`config.mk`:
```
export PLATFORM = sky130hd
export DESIGN_NAME = fetch_unit
export DESIGN_NICKNAME = d
export VERILOG_FILES = /design/src/rtl/fetch_unit_pkg.sv /design/src/rtl/fetch_unit_queue.sv /design/src/rtl/fetch_unit.sv
export SDC_FILE = /design/constraint.sdc
export NUM_CORES = 1
export LEC_CHECK = 0
export ABC_AREA = 1
export BUFFER_PORTS_ARGS = -buffer_cell sky130_fd_sc_hd__buf_2
export CAP_MARGIN = 20
export CELL_PAD_IN_SITES_DETAIL_PLACEMENT = 0
export CELL_PAD_IN_SITES_GLOBAL_PLACEMENT = 2
export CORE_AREA = 4 4 201 203
export CTS_CLUSTER_DIAMETER = 200
export CTS_CLUSTER_SIZE = 16
export DETAILED_ROUTE_END_ITERATION = 6
export DIE_AREA = 0 0 205 207
export PLACE_DENSITY = 0.72
export SLEW_MARGIN = 25
export SYNTH_ARGS = -nofsm -noshare
export SYNTH_HDL_FRONTEND = slang
export SYNTH_HIERARCHICAL = 1
export SYNTH_SLANG_ARGS = --single-unit
```
`constraint.sdc`:
```
create_clock -name clk -period 6.6 [get_ports clk]
set_input_delay 0.66 -clock clk [delete_from_list [all_inputs] [get_ports clk]]
set_output_delay 0.66 -clock clk [all_outputs]
set_load 0.05 [all_outputs]
```
`src/rtl/fetch_unit_pkg.sv`:
```
// rtl/fetch_unit_pkg.sv - shared constants and FSM encoding for the fetch stage
package fetch_unit_pkg;

  localparam logic [31:0] RESET_PC_DEFAULT = 32'h1c00_0000;
  localparam logic [31:0] INST_NOP         = 32'h0000_0000;

  typedef enum logic [1:0] {
    S_REQ  = 2'd0,
    S_WAIT = 2'd1,
    S_DROP = 2'd2
  } fetch_state_e;

  function automatic logic [31:0] word_align(input logic [31:0] addr);
    return addr & ~32'h0000_0003;
  endfunction

endpackage

```
`src/rtl/fetch_unit_queue.sv`:
```
// rtl/fetch_unit_queue.sv - fetch queue of {pc, inst} pairs with combinational head
module fetch_queue #(
  parameter int DEPTH = 2
) (
  input  logic                       clk,
  input  logic                       rst,
  input  logic                       i_push,
  input  logic [31:0]                i_push_pc,
  input  logic [31:0]                i_push_inst,
  input  logic                       i_pop,
  input  logic                       i_clear,
  output logic [$clog2(DEPTH):0]     o_count,
  output logic                       o_empty,
  output logic [31:0]                o_head_pc,
  output logic [31:0]                o_head_inst
);

  localparam int AW = $clog2(DEPTH);
  localparam logic [AW:0] CNT_FULL = (AW+1)'(DEPTH);

  logic [31:0]   r_pc_mem   [DEPTH];
  logic [31:0]   r_inst_mem [DEPTH];
  logic [AW-1:0] r_wr_ptr;
  logic [AW-1:0] r_rd_ptr;
  logic [AW:0]   r_count;
  logic          w_do_push;
  logic          w_do_pop;

  // Clear wins over both push and pop so a flush never leaves a stale entry.
  assign w_do_pop  = i_pop & ~i_clear & (r_count != '0);
  assign w_do_push = i_push & ~i_clear & ((r_count != CNT_FULL) | w_do_pop);

  always_ff @(posedge clk or posedge rst) begin
    if (rst) begin
      r_wr_ptr <= '0;
      r_rd_ptr <= '0;
      r_count  <= '0;
    end else if (i_clear) begin
      r_wr_ptr <= '0;
      r_rd_ptr <= '0;
      r_count  <= '0;
    end else begin
      if (w_do_push) r_wr_ptr <= r_wr_ptr + 1'b1;
      if (w_do_pop)  r_rd_ptr <= r_rd_ptr + 1'b1;
      case ({w_do_push, w_do_pop})
        2'b10:   r_count <= r_count + 1'b1;
        2'b01:   r_count <= r_count - 1'b1;
        default: r_count <= r_count;
      endcase
    end
  end

  always_ff @(posedge clk) begin
    if (w_do_push) begin
      r_pc_mem[r_wr_ptr]   <= i_push_pc;
      r_inst_mem[r_wr_ptr] <= i_push_inst;
    end
  end

  assign o_count     = r_count;
  assign o_empty     = (r_count == '0);
  assign o_head_pc   = r_pc_mem[r_rd_ptr];
  assign o_head_inst = r_inst_mem[r_rd_ptr];

endmodule

```
`src/rtl/fetch_unit.sv`:
```
// rtl/fetch_unit.sv - instruction fetch stage: PC, one-outstanding imem requests, fetch queue
module fetch_unit
  import fetch_unit_pkg::*;
#(
  parameter logic [31:0] RESET_PC = RESET_PC_DEFAULT,
  parameter int          FQ_DEPTH = 2
) (
  input  logic        clk,
  input  logic        rst,
  input  logic        stall,
  input  logic        redirect,
  input  logic [31:0] redirect_pc,
  output logic        imem_req,
  output logic [31:0] imem_addr,
  input  logic        imem_valid,
  input  logic [31:0] imem_rdata,
  output logic [31:0] if_pc,
  output logic [31:0] if_pcadd4,
  output logic [31:0] if_inst,
  output logic        if_commit
);

  localparam int          AW       = $clog2(FQ_DEPTH);
  localparam logic [AW:0] CNT_FULL = (AW+1)'(FQ_DEPTH);

  fetch_state_e r_state;
  fetch_state_e w_state_nxt;
  logic [31:0]  r_pc;
  logic [31:0]  w_pc_nxt;
  logic [31:0]  r_last_pc;
  logic [31:0]  w_issue_addr;
  logic [31:0]  w_head_pc;
  logic [31:0]  w_head_inst;
  logic [AW:0]  w_count;
  logic [AW:0]  w_occ;
  logic         w_empty;
  logic         w_consume;
  logic         w_push;
  logic         w_room;
  logic         w_issue;

  assign w_consume = ~w_empty & ~stall & ~redirect;
  assign w_push    = ~redirect & (r_state == S_WAIT) & imem_valid;

  // Occupancy after this edge; a new request may only leave if its reply is sure to fit.
  assign w_occ  = w_count + {{AW{1'b0}}, w_push} - {{AW{1'b0}}, w_consume};
  assign w_room = (w_occ < CNT_FULL);

  always_ff @(posedge clk or posedge rst) begin
    if (rst) begin
      r_state   <= S_REQ;
      r_pc      <= RESET_PC;
      r_last_pc <= RESET_PC;
    end else begin
      r_state <= w_state_nxt;
      r_pc    <= w_pc_nxt;
      if (w_consume) r_last_pc <= w_head_pc;
    end
  end

  always_comb begin
    w_state_nxt  = r_state;
    w_pc_nxt     = r_pc;
    w_issue      = 1'b0;
    w_issue_addr = r_pc;
    if (redirect) begin
      w_pc_nxt = word_align(redirect_pc);
      case (r_state)
        S_WAIT:  w_state_nxt = imem_valid ? S_REQ : S_DROP;
        S_DROP:  w_state_nxt = imem_valid ? S_REQ : S_DROP;
        default: w_state_nxt = S_REQ;
      endcase
    end else begin
      case (r_state)
        S_REQ: begin
          w_issue = w_room;
          if (w_issue) w_state_nxt = S_WAIT;
        end
        S_WAIT: begin
          // r_pc tracks the outstanding address, so a chained request uses r_pc + 4.
          if (imem_valid) begin
            w_pc_nxt     = r_pc + 32'd4;
            w_issue_addr = r_pc + 32'd4;
            w_issue      = w_room;
            w_state_nxt  = w_room ? S_WAIT : S_REQ;
          end
        end
        S_DROP: begin
          if (imem_valid) w_state_nxt = S_REQ;
        end
        default: w_state_nxt = S_REQ;
      endcase
    end
  end

  fetch_queue #(
    .DEPTH (FQ_DEPTH)
  ) u_queue (
    .clk         (clk),
    .rst         (rst),
    .i_push      (w_push),
    .i_push_pc   (r_pc),
    .i_push_inst (imem_rdata),
    .i_pop       (w_consume),
    .i_clear     (redirect),
    .o_count     (w_count),
    .o_empty     (w_empty),
    .o_head_pc   (w_head_pc),
    .o_head_inst (w_head_inst)
  );

  assign imem_req  = w_issue & ~rst;
  assign imem_addr = w_issue_addr;
  assign if_commit = ~w_empty;
  assign if_pc     = w_empty ? r_last_pc : w_head_pc;
  assign if_inst   = w_empty ? INST_NOP : w_head_inst;
  assign if_pcadd4 = if_pc + 32'd4;

endmodule
```
==> results.toml <==
[outcome]
status = "complete, no violations"

[yosys]
synth-seq-cells = 196
syn_avg_cell_area_um2 = 9.19
async_reset_ff_frac = 0.347
synth_cells = 1123
synth-compound-area-share = 0.0538
netlist_top_cells_area = "edfxtp_1 (37%), dfrtp_1 (15%), nand2_1 (12%)"
synthAdderAreaFrac = 0.00727
yosysTopAreaCellShare = 0.372
synth_top_family_by_area = "simple AND/OR/NAND/NOR gates"
yosys_most_used_dff = "edfxtp_1"
synth_mux_area_frac = 0.0837
synth-simple-area-share = 0.230
mappedNetlistArea_um2 = 10300
synth_edf_count = 128
synth_xor_area_frac = 0.0144
synthDistinctLibCells = 39
ys.warnings.count = 6
synth_area_leader_cell = "edfxtp_1"
seq_area_frac_synth = 0.538

[global_route]
grt_max_degree = 66
grt_pass1_vias = 7739
grt_usage = 0.135
grt_first_pass_wirelength_mm = 45.0
grt.overflow.total = 0
antenna_found_initial = 1

[worst_setup_path]
critPathKind = "reg -> out"
cp.arrival_ps = 3630
r2r_cells = 8
startpoint_type = "flip-flop"
rr_endpoint = "u_queue/r_inst_mem[1][24]$_DFFE_PP_"
endpoint = "if_pcadd4[12]"
crit_family = "buffers and inverters"
crit_required_ps = 5940
r2r_start = "u_queue/o_count[0]$_DFFE_PP0P_"
timing.reg2reg.setup_slack_ps = 2950
cp.depth = 10
crit_chain = "buf_4 -> mux2_2 -> inv_1 -> o21ai_2 -> nand2_1 -> nor2_2 -> nand2_1 -> nor2_2 -> xor2_1 -> buf_2"
critPathMaxFanout = 38
worstSetupStartpoint = "u_queue/r_rd_ptr$_DFFE_PP0P_"
end_kind = "output pin"
critical-path-max-stage-delay_ps = 750
crit_slowest_cell = "dfrtp_4"
cp.buffers_inverters = 3

[placement]
place_congestion = 0.841
place_inst = 1809
place_hpwl_mm = 21.2
place_area_um2 = 11800
pre_cts_slack_ps = 2660
numPortBuffers = 194

[cts]
post_cts_resized = 0
hold_buffers = 0
cts_buffers = 17
cts_tree = "done"
clk_pin_slew_ps = 70
cts_root_buffer = "clkbuf_16"
clockBufferDepth = 2
clkSinkCount = 196
clk-insertion-delay-late_ps = 440
htree_levels = 4
postCtsSetupBuffers = 0

[detailed_routing]
vias_per_cell = 4.26
vias = 7840
postRouteAntennaNets = 0
initialDrtViolationCount = 494
route.detailed.drc = 0
dr.pass1.iters = 6
wire_per_inst_um = 15.6
routed_wl_mm = 28.7

[sta]
tightestPinTransition_ps = 893
slew_violations = 0
period_share = 0.650
fin_ws_ps = 2310
fin_tns_setup_ps = 0
rsz0062_at_grt = "false"
finalSetupViolCount = 0
period_needed_ps = 4290
max_slew_margin = 0.403
finalHoldViolCount = 0
clock.fmax_mhz = 233
clock_skew_ps = 11.0

[floorplanning]
core_um2 = 38500
dieArea_um2 = 42400
die_y_um = 207
rows = 72
start_util = 0.268
die_w_um = 205
ioPinCount = 199

[final_layout]
fin_util = 0.322
multi_input_area_um2 = 4050
stdcell_count = 1842
final_nets = 1386
antenna_cells = 0
drive_gt1_frac = 0.261
final_cell_mix = "nand2_1 (338), buf_2 (194), inv_1 (130)"
seq_area_um2 = 5560
final_area_um2 = 12400
areaGrowthSynthToFinish_pct = 20.1
nFillCells = 4092
layout_commonest_cell = "nand2_1"

[power]
power.share.clock = 0.240
pwr_density_cell_nw_per_um2 = 342
p_seq_frac = 0.365
p_int_mw = 2.36
peakVddDrop_v = 0.000173
p_leak_nw = 5.57
p_comb_frac = 0.395
switchingPower_mw = 1.88
swShare = 0.444

[run]
cap_violations = 0

[min_path]
hp-class = "in -> async"
metal layers:
layer,track usage,wire length [um],vias up
li1,-,-,4027
met1,0.199,14400,3614
met2,0.206,12700,181
met3,0.0250,1240,18
met4,0.0347,349,0
met5,0,0,-
sequential cells by signal (all words and copies together), names as in the netlist:
register and count:
u_queue/r_pc_mem 64, u_queue/r_wr_ptr 1, u_queue/r_inst_mem 64, r_last_pc 32, r_pc 30, r_state 2
u_queue/r_rd_ptr 1, u_queue/o_count 2
area by class of cell:
class	count	area share
well taps	518	0.0523
inverters	133	0.0404
repair buffers	204	0.0860
clock inverters	12	0.00727
clock buffers	20	0.0386
flip-flops and latches	196	0.448
multi-input cells	759	0.327
power groups by stage:
| stage | sequential [mW] | clock (mW) | combinational (mW) |
|---|---|---|---|
| after detailed placement | 1.57 | 0 | 1.69 |
| after CTS | 1.54 | 1.06 | 1.69 |
| after floorplan | 1.54 | 0 | 1.31 |
| after global placement | 1.57 | 0 | 1.68 |
| after global routing | 1.56 | 1.11 | 1.81 |
| final | 1.54 | 1.02 | 1.68 |
worst min path at each step:
stage | from | to | slack [ps] | cells past startpoint
final | rst | u_queue/o_count[1]$_DFFE_PP0P_ | 110 | 2
after global routing | rst | u_queue/o_count[0]$_DFFE_PP0P_ | 110 | 2
after CTS | rst | u_queue/r_rd_ptr$_DFFE_PP0P_ | 80 | 2
after detailed placement | r_last_pc[31]$_DFFE_PP0P_ | r_last_pc[31]$_DFFE_PP0P_ | 450 | 2
after global placement | r_last_pc[31]$_DFFE_PP0P_ | r_last_pc[31]$_DFFE_PP0P_ | 450 | 2
after floorplan | rst | u_queue/o_count[0]$_DFFE_PP0P_ | 430 | 1
cell families (layout without fill, tap and decap cells):
logic type               Yosys count  after routing
AND/OR/NAND/NOR                  570            570
XOR/XNOR                          17             17
adder cells (fa/ha/maj)            6              6
buffers and inverters            173            369
flip-flops                       196            196
other                              1              6
multiplexers                      64             64
AO/OA/AOI/OAI                     96             96
synthesized netlist by cell type (3+ instances only):
master    number
nor2_1       115
edfxtp_1     128
buf_4          6
clkbuf_1      21
nand2_1      338
or2_2          3
o21ai_2       16
buf_2          3
nand2_2        4
mux2_4        38
inv_1        131
mux2_2        26
nor2_2         8
o21ai_1        7
dfrtp_1       62
ha_1           6
o21ai_0       65
buf_6          8
xor2_1        11
nand3_1       65
nand3b_1      12
dfstp_2        6
nand4_1       16
nor3_1         5
xnor2_1        6
a21oi_1        4
through the flow:
step	hold slack [ps]	total power, mW
6_report	113	4.24
5_1_grt	109	4.49
3_5_place_dp	455	3.26
3_3_place_gp	446	3.25
2_1_floorplan	426	2.85
4_1_cts	83.9	4.30
Note: power is estimated with default switching activity, not from simulation.
